### src/rtl/pipe_redirect_ctrl.sv
// Pipeline sequencer: arbitrates redirect sources, defers redirects behind busy
// data-memory accesses, and drives per-stage stall/flush plus perf counters.
module pipe_redirect_ctrl #(
    parameter int PC_WIDTH      = 32,
    parameter int CNT_WIDTH     = 32,
    parameter int REFILL_CYCLES = 2
) (
    input  logic                 clk,
    input  logic                 resetn,
    input  logic                 exception_valid,
    input  logic [PC_WIDTH-1:0]  pcexception,
    input  logic                 is_eret,
    input  logic [PC_WIDTH-1:0]  epc,
    input  logic                 branch_taken,
    input  logic [PC_WIDTH-1:0]  pcbranch,
    input  logic                 rob_full,
    input  logic                 mem_busy,
    output logic                 stallF,
    output logic                 stallD,
    output logic                 stallR,
    output logic                 stallI,
    output logic                 stallE,
    output logic                 stallC,
    output logic                 flushD,
    output logic                 flushR,
    output logic                 flushI,
    output logic                 flushE,
    output logic                 flushC,
    output logic                 redirect_valid,
    output logic [PC_WIDTH-1:0]  redirect_pc,
    output logic [CNT_WIDTH-1:0] stall_cycles,
    output logic [CNT_WIDTH-1:0] redirect_count
);

    typedef enum logic [1:0] {S_IDLE, S_WAIT_MEM, S_REDIRECT, S_REFILL} state_t;

    localparam int RW = (REFILL_CYCLES > 1) ? $clog2(REFILL_CYCLES) : 1;

    state_t                r_state, w_state_nxt;
    logic [PC_WIDTH-1:0]   r_pc, w_pc_nxt;
    logic [PC_WIDTH-1:0]   r_last_pc;
    logic [1:0]            r_kind, w_kind_nxt;
    logic [RW-1:0]         r_refill, w_refill_nxt;
    logic [CNT_WIDTH-1:0]  r_stall_cycles, r_redirect_count;

    logic [1:0]            w_ev_kind;
    logic [PC_WIDTH-1:0]   w_ev_pc;
    logic                  w_stall_all, w_stall_fe, w_flush, w_redirect, w_any_stall;

    // Kind doubles as priority: exception(3) > eret(2) > branch(1), 0 = none.
    always_comb begin
        w_ev_kind = 2'd0;
        w_ev_pc   = '0;
        if (exception_valid) begin
            w_ev_kind = 2'd3;
            w_ev_pc   = pcexception;
        end else if (is_eret) begin
            w_ev_kind = 2'd2;
            w_ev_pc   = epc;
        end else if (branch_taken) begin
            w_ev_kind = 2'd1;
            w_ev_pc   = pcbranch;
        end
    end

    always_comb begin
        w_state_nxt  = r_state;
        w_pc_nxt     = r_pc;
        w_kind_nxt   = r_kind;
        w_refill_nxt = r_refill;
        w_stall_all  = 1'b0;
        w_stall_fe   = 1'b0;
        w_flush      = 1'b0;
        w_redirect   = 1'b0;
        case (r_state)
            S_IDLE, S_REFILL: begin
                // Frontend is empty during refill, so a full ROB cannot back up into it.
                if (mem_busy)
                    w_stall_all = 1'b1;
                else if (rob_full && r_state == S_IDLE)
                    w_stall_fe = 1'b1;
                if (w_ev_kind != 2'd0) begin
                    w_pc_nxt    = w_ev_pc;
                    w_kind_nxt  = w_ev_kind;
                    w_state_nxt = mem_busy ? S_WAIT_MEM : S_REDIRECT;
                end else if (r_state == S_REFILL) begin
                    if (r_refill == '0)
                        w_state_nxt = S_IDLE;
                    else
                        w_refill_nxt = r_refill - RW'(1);
                end
            end
            S_WAIT_MEM: begin
                w_stall_all = 1'b1;
                if (w_ev_kind > r_kind) begin
                    w_pc_nxt   = w_ev_pc;
                    w_kind_nxt = w_ev_kind;
                end
                if (!mem_busy)
                    w_state_nxt = S_REDIRECT;
            end
            S_REDIRECT: begin
                // Events seen now come from squashed instructions and are dropped.
                w_flush    = 1'b1;
                w_redirect = 1'b1;
                if (REFILL_CYCLES == 0) begin
                    w_state_nxt = S_IDLE;
                end else begin
                    w_state_nxt  = S_REFILL;
                    w_refill_nxt = RW'(REFILL_CYCLES - 1);
                end
            end
            default: w_state_nxt = S_IDLE;
        endcase
    end

    assign w_any_stall = w_stall_all | w_stall_fe;

    always_ff @(posedge clk or negedge resetn) begin
        if (!resetn) begin
            r_state          <= S_IDLE;
            r_pc             <= '0;
            r_kind           <= 2'd0;
            r_last_pc        <= '0;
            r_refill         <= '0;
            r_stall_cycles   <= '0;
            r_redirect_count <= '0;
        end else begin
            r_state  <= w_state_nxt;
            r_pc     <= w_pc_nxt;
            r_kind   <= w_kind_nxt;
            r_refill <= w_refill_nxt;
            if (w_redirect) begin
                r_last_pc        <= r_pc;
                r_redirect_count <= r_redirect_count + CNT_WIDTH'(1);
            end
            if (w_any_stall)
                r_stall_cycles <= r_stall_cycles + CNT_WIDTH'(1);
        end
    end

    // Outputs are forced low while reset is asserted, even with mem_busy high.
    assign stallF = resetn & w_any_stall;
    assign stallD = resetn & w_any_stall;
    assign stallR = resetn & w_any_stall;
    assign stallI = resetn & w_stall_all;
    assign stallE = resetn & w_stall_all;
    assign stallC = resetn & w_stall_all;

    assign flushD = resetn & w_flush;
    assign flushR = resetn & w_flush;
    assign flushI = resetn & w_flush;
    assign flushE = resetn & w_flush;
    assign flushC = resetn & w_flush;

    assign redirect_valid = resetn & w_redirect;
    assign redirect_pc    = (r_state == S_REDIRECT) ? r_pc : r_last_pc;
    assign stall_cycles   = r_stall_cycles;
    assign redirect_count = r_redirect_count;

endmodule

### config.mk
export PLATFORM = sky130hd
export DESIGN_NAME = pipe_redirect_ctrl
export DESIGN_NICKNAME = d
export VERILOG_FILES = /design/src/rtl/pipe_redirect_ctrl.sv
export SDC_FILE = /design/constraint.sdc
export NUM_CORES = 1
export LEC_CHECK = 0
export ABC_CLOCK_PERIOD_IN_PS = 1900
export BUFFER_PORTS_ARGS = -buffer_cell sky130_fd_sc_hd__buf_4
export CORE_UTILIZATION = 46
export DETAILED_ROUTE_END_ITERATION = 10
export PLACE_DENSITY = 0.88
export REMOVE_ABC_BUFFERS = 1
export SETUP_SLACK_MARGIN = 0.3
export SYNTH_ARGS = -nofsm -noshare
export SYNTH_HDL_FRONTEND = slang
export SYNTH_SLANG_ARGS = --single-unit
### constraint.sdc
create_clock -name clk -period 1.9 [get_ports clk]
set_clock_uncertainty 0.2 [all_clocks]
set_input_delay 0.19 -clock clk [delete_from_list [all_inputs] [get_ports clk]]
set_output_delay 0.19 -clock clk [all_outputs]
set_load 0.01 [all_outputs]
# ---- After elaboration in Yosys (flattened, before gate mapping)
# Cells that the tools add are included.
dict set report op_classes {
  addsub 3
  order_cmp 1
  eq_ne 10
  muxes 29
  n_bitwise 4
  n_reduce_logical 9
}
# cell n
set op_table {}
lappend op_table {{two-way mux 32 bit} 6}
lappend op_table {{adder 32 x 1 -> 32 bit, second input constant} 2}
lappend op_table {{case mux 32 bit (2 select lines)} 1}
lappend op_table {{two-way mux 2 bit} 9}
lappend op_table {{inequality test 2 bit, second input constant} 5}
lappend op_table {{two-way mux 1 bit} 9}
lappend op_table {{AND reduction 3 bit} 3}
lappend op_table {{inequality test 3 bit, second input constant} 2}
lappend op_table {{case mux 2 bit (3 select lines)} 1}
lappend op_table {{nonzero test 2 bit} 3}
lappend op_table {{equality test 2 bit, second input constant} 2}
lappend op_table {{case mux 1 bit (2 select lines)} 2}
lappend op_table {{case mux 2 bit (2 select lines)} 1}
lappend op_table {{AND 1 bit} 3}
lappend op_table {{equality test 2 x 1 -> 1 bit, second input constant} 1}
lappend op_table {{> comparator 2 bit} 1}
lappend op_table {{zero test 2 bit} 1}
lappend op_table {{OR reduction 2 bit} 1}
lappend op_table {{logical AND 1 bit} 1}
lappend op_table {{bitwise OR 1 bit} 1}
lappend op_table {{subtractor 1 bit, second input constant} 1}
dict set report word_totals {
  ff_bits 133
  in_bits 103
  output_inout_bits 108
  wordCells 63
}

# ---- Depth between registers and ports, before layout
dict set report depth {
  word_depth 7
  mapped_depth 13
  depth_no_buf 8
}

# ---- Worst setup path after synthesis
# Ideal clock, no wire load.
dict set report synth_path {
  path_kind {input port to flip-flop}
  from {input is_eret}
  to {register r_pc[10]}
  setup_time_ns 0.127
  arrival_time_ns 2.127
  required_time_ns 1.573
  slack_ns -0.555
  path_stages 13
  n_path_buf 5
  path_cell_list {buf_2 -> nor2b_1 -> clkbuf_1 -> clkbuf_1 -> nor2_1 -> ha_1 -> nand2_1 -> o21ai_0 -> a211o_2 -> buf_4 -> buf_4 -> nand2_1 -> o21ai_0}
}
dict set report synth_between {
  elab_chain_len 5
  elab_cells_between_ends 12
  classes_between {1 x order compare; 2 x eq/ne; 7 x mux; 2 x reduce/logical}
}
# element line
set synth_rtl {}
lappend synth_rtl {{start: declaration} 12} ;# input logic is_eret,
lappend synth_rtl {{two-way mux 2 bit} 57} ;# end else if (is_eret) begin
lappend synth_rtl {{two-way mux 2 bit} 54} ;# if (exception_valid) begin
lappend synth_rtl {{> comparator 2 bit or nonzero test 2 bit (tied branches)} {95, 82}}
lappend synth_rtl {{inequality test 2 bit (no line)} n/a}
lappend synth_rtl {{AND reduction 3 bit (no line)} n/a}
lappend synth_rtl {{end signal: assignment} 130} ;# r_pc <= w_pc_nxt;
lappend synth_rtl {{end: declaration} 40} ;# logic [PC_WIDTH-1:0] r_pc, w_pc_nxt;
# Parallel ways exist; a longest one is shown, timed or not. The select of a mux whose other input is x is not followed.
# A chain may end at the register's enable or synchronous reset.

# ---- Final worst setup path
dict set report layout_path {
  from {register r_state[1]}
  to {register r_stall_cycles[26], in the netlist stall_cycles[26]}
}
dict set report layout_between {
  elab_chain_len 6
  elab_cells_between_ends 10
  classes_between {2 x eq/ne; 4 x mux; 1 x bitwise; 3 x reduce/logical}
}
# element line
set layout_rtl {}
lappend layout_rtl {{start: declaration} 39} ;# state_t r_state, w_state_nxt;
lappend layout_rtl {{start signal: assignment} 129} ;# r_state <= w_state_nxt;
lappend layout_rtl {{zero test 2 bit} {75, 80}}
lappend layout_rtl {{logical AND 1 bit} 80} ;# else if (rob_full && r_state == S_IDLE)
lappend layout_rtl {{two-way mux 1 bit} 80}
lappend layout_rtl {{two-way mux 1 bit} 78} ;# if (mem_busy)
lappend layout_rtl {{two-way mux 1 bit} 75} ;# case (r_state)
lappend layout_rtl {{bitwise OR 1 bit (*)} 117} ;# assign w_any_stall = w_stall_all | w_stall_fe;
lappend layout_rtl {{end signal: assignment} 138} ;# r_stall_cycles <= r_stall_cycles + CNT_WIDTH'(1);
lappend layout_rtl {{end: declaration} 44} ;# logic [CNT_WIDTH-1:0] r_stall_cycles, r_redirect_count;
# Every way passes the cells marked *; elsewhere a longest branch is shown, timed or not.

==> results_tabular.tex <==
\begin{tabular}{lr}
\hline
Metric & Value \\
\hline
\multicolumn{2}{l}{\textbf{Outcome}} \\
Result of the run & finished, violations left \\
Violations in the final reports & negative hold slack, negative setup slack \\
\multicolumn{2}{l}{\textbf{Setup path}} \\
Critical path fanouts, max & 6 \\
Critical path launch point type & flip-flop \\
Critical R2R Capture & stall\_cycles[26] \\
Kind of critical path & flip-flop to flip-flop \\
Source of the worst register-to-register timing path & r\_state[1] \\
Required @ worst endpoint & roughly 2 ns \\
Signal arrival time at the worst endpoint & around 2.5 ns \\
Critical Path Sink Type & flip-flop \\
Setup slack of the worst register-to-register path & -0.47 ns \\
R2R cell count & 11 \\
\multicolumn{2}{l}{\textbf{Flow run}} \\
Count of maximum capacitance violations & 0 \\
\multicolumn{2}{l}{\textbf{Clock tree}} \\
H-tree depth reported by CTS & 4 \\
Clock insertion delay at the later pin of the skew report & roughly 0.43 ns \\
Clock sink count & around 130 \\
TritonCTS clock tree & built \\
Total CTS buffers & 17 \\
CTS clock-pin slew for the worst setup and hold paths & 0.06 ns \\
Largest buffer count on any clock path & 2 \\
CTS Hold Buffers Added & 62 \\
Clock tree root driver cell & sky130\_fd\_sc\_hd\_\_clkbuf\_16 \\
\multicolumn{2}{l}{\textbf{GRT}} \\
Total global routing overflow & 0 \\
GRT met3 Usage & around 9\% \\
Global-route wire length before repair & around 37000 µm \\
Maximum number of pins on one net before global-route repair & 88 \\
Met1 track demand over resource in global routing & 40.9\% \\
Global router's overall resource usage & about a third \\
Number of antenna violations at the first check in global routing & 0 \\
Global-route layer with the greatest usage & met2 \\
Number of global-route vias before repair & between 6000 and 7000 \\
GR Util met2 & 55.8\% \\
\multicolumn{2}{l}{\textbf{Floorplanning}} \\
Die span in y & 118 µm \\
Number of top-level design ports & around 210 \\
Die Outline Area & between 0.01 and 0.015 mm² \\
Core footprint & around 0.013 mm² \\
Die span in x & about 120 µm \\
Starting Density & between 40 and 50\% \\
Placement row count & between 40 and 50 \\
\multicolumn{2}{l}{\textbf{Finish}} \\
Most common library cell in the layout ignoring fill and taps & sky130\_fd\_sc\_hd\_\_buf\_4 \\
Commonest cells after routing, fill and taps aside & 223 x sky130\_fd\_sc\_hd\_\_buf\_4, 133 x sky130\_fd\_sc\_hd\_\_dfrtp\_1, 76 x sky130\_fd\_sc\_hd\_\_buf\_6 \\
Area of all placed cells without fillers & between 0.01 and 0.015 mm² \\
Synth-to-Final Area Change & 84.8\% \\
Final core utilization & just under 90\% \\
Final \#Nets & 1065 \\
Layout cells sized above 1 & 55.4\% \\
\multicolumn{2}{l}{\textbf{Timing}} \\
Max-slew headroom at the worst pin & between 30\% and 40\% \\
Final number of hold-violating endpoints & 16 \\
Final critical path time including I/O delays and setup & 2.37 ns \\
Worst-Margin Slew & between 0.9 and 1 ns \\
Maximum frequency from static timing analysis & around 420 MHz \\
Unrepaired setup endpoints after global routing & yes \\
Final setup violation count & $\sim$140 \\
Pins Over Slew Limit & 0 \\
Fin crit share & 125\% \\
Setup TNS & -45.50 ns \\
Tightest hold margin & -0.0934 ns \\
Final setup slack of the worst path & -0.474 ns \\
\multicolumn{2}{l}{\textbf{Synthesis}} \\
Number of enable-type register cells in the synthesized netlist & 0 \\
Register bit total from synthesis & 133 \\
Area fraction of the dominant cell type after synthesis & approximately 53\% \\
Number of warnings printed during yosys synthesis & 0 \\
Fraction of the yosys area taken by sequential cells & between 50\% and 60\% \\
Proportion of synthesized flip-flops having asynchronous set or reset & between 90\% and 100\% \\
Cell area after technology mapping & roughly 0.0062 mm² \\
Distinct cell type count of the synthesized netlist & 43 \\
Most area-hungry cell type in the Yosys netlist & sky130\_fd\_sc\_hd\_\_dfrtp\_1 \\
Synth area leaders & sky130\_fd\_sc\_hd\_\_dfrtp\_1 53\%, sky130\_fd\_sc\_hd\_\_mux2\_2 6.1\%, sky130\_fd\_sc\_hd\_\_xnor2\_1 4.4\% \\
Post-synth top flop & sky130\_fd\_sc\_hd\_\_dfrtp\_1 \\
Mapped Cells & about 590 \\
Post-synthesis average cell area & $\sim$11 µm² \\
\multicolumn{2}{l}{\textbf{Detailed routing}} \\
Avg Vias per Cell & 5.99 \\
Number of design-rule violations left by the first detailed-router iteration & about 660 \\
Remaining antenna violation count & 0 \\
Remaining DRCs & 0 \\
Wire length reported by the detailed router & between 20000 and 30000 µm \\
Overall via count from detail\_route & just under 7000 \\
DR WL/cell & approximately 25 µm \\
Pre-antenna DRT Iters & 7 \\
\multicolumn{2}{l}{\textbf{Place}} \\
Port bufs & 210 \\
Placer Congestion & a little under 0.8 \\
Placed wire-length estimate & $\sim$11000 µm \\
DP Area & about 0.0083 mm² \\
\multicolumn{2}{l}{\textbf{Pwr}} \\
Highest ir drop seen on vdd & between 1 and 1.5 mV \\
Leakage power & between 5 and 6 nW \\
Power density cells & 1670 mW/mm² \\
\multicolumn{2}{l}{\textbf{Hold path}} \\
Path class of the lowest-slack min-delay path & primary input to asynchronous set/reset pin \\
\hline
\end{tabular}
[kinds of logic after synthesis]
group | Yosys count | share of synthesized area [%]
buffers and inverters | 46 | 3.63
muxes | 34 | 6.14
adders and majority gates | 8 | 1.61
and+or+nand+nor | 191 | 15.4
DFF | 133 | 53.4
AOI/OAI and AO/OA | 111 | 11.1
xor gates and xnor gates | 62 | 8.71
[registers in the layout, indices dropped and copies added (netlist names)]
signal,count
r_pc,32
stall_cycles,32
r_state,2
redirect_count,32
r_kind,2
r_last_pc,32
r_refill,1
[Yosys cell counts (6+ instances only)]
library cell and instances:
sky130_fd_sc_hd__and3_1 12, sky130_fd_sc_hd__a22oi_1 32, sky130_fd_sc_hd__nor3_1 12, sky130_fd_sc_hd__xnor2_1 31, sky130_fd_sc_hd__nor2b_1 6, sky130_fd_sc_hd__nor2_1 50, sky130_fd_sc_hd__o21ai_0 36, sky130_fd_sc_hd__ha_1 8
sky130_fd_sc_hd__mux2_2 34, sky130_fd_sc_hd__clkbuf_1 15, sky130_fd_sc_hd__buf_4 12, sky130_fd_sc_hd__nand2_1 58, sky130_fd_sc_hd__inv_1 11, sky130_fd_sc_hd__nand3_1 21, sky130_fd_sc_hd__a21oi_1 34, sky130_fd_sc_hd__xor2_1 31
sky130_fd_sc_hd__dfrtp_1 133
[how the worst max path moves through the flow]
| stage | cells after the start | startpoint | slack, ns | endpoint |
|---|---|---|---|---|
| after floorplan | 7 | r_state[0] | -1.12 | redirect_count[25] |
| after global placement | 9 | is_eret | -0.26 | r_pc[2] |
| after detailed placement | 9 | is_eret | -0.36 | r_pc[16] |
| after CTS | 5 | r_state[0] | -0.34 | redirect_pc[24] |
| after global routing | 10 | r_state[0] | -0.58 | stall_cycles[16] |
| final | 11 | r_state[1] | -0.47 | stall_cycles[26] |
[layout make-up]
cell class	count	area, µm²
sequential	133	3330
antenna	1	2.50
tap	176	220
timing repair buffer	382	3650
clock inverter	12	178
inverter	11	41.3
multi-input combinational	409	3640
fill	534	1730
clock buffer	20	457
[power by group]
part	internal (W)	total [W]	switching (W)
combinational	0.00602	0.0113	0.00525
sequential	0.00367	0.00441	0.000743
clock	0.00227	0.00359	0.00132
total	0.0120	0.0193	0.00732
[worst max-delay path, stage by stage, from the launching register on]
cell and delay (ns):
sky130_fd_sc_hd__dfrtp_1 0.42, sky130_fd_sc_hd__inv_2 0.10, sky130_fd_sc_hd__buf_4 0.12, sky130_fd_sc_hd__ha_2 0.21
sky130_fd_sc_hd__inv_2 0.06, sky130_fd_sc_hd__a21oi_4 0.22, sky130_fd_sc_hd__buf_6 0.14, sky130_fd_sc_hd__buf_8 0.13
sky130_fd_sc_hd__o2111ai_4 0.18, sky130_fd_sc_hd__buf_4 0.20, sky130_fd_sc_hd__nor3_2 0.11, sky130_fd_sc_hd__xor2_1 0.19
[stage by stage]
stage	hold WS [ns]	std cells	total power (W)	worst slack (ns)
after global placement	-0.161	997	0.00883	-0.265
after CTS	0.000578	1121	0.0160	-0.345
after global routing	-0.0256	1143	0.0197	-0.580
final	-0.0934	1144	0.0193	-0.474
after floorplan	-0.306	550	0.00648	-1.12
after detailed placement	-0.160	997	0.00905	-0.361
[what timing repair did]
| action | in CTS | in global routing |
|---|---|---|
| cloned | 13 | 2 |
| pin swaps | 38 | 63 |
| endpoints found under the setup margin | 172 | 292 |
| endpoints found under the hold margin | 167 | 16 |
| buffers inserted | 17 | 20 |
| gates resized for setup | 174 | 178 |
[routing by layer]
metal | vias up | share of wire [%]
met5 | - | 0
met4 | 0 | 8.0
met3 | 197 | 9.0
met2 | 560 | 48
met1 | 3331 | 35
li1 | 2770 | -
(Power assumes the default switching activity.)
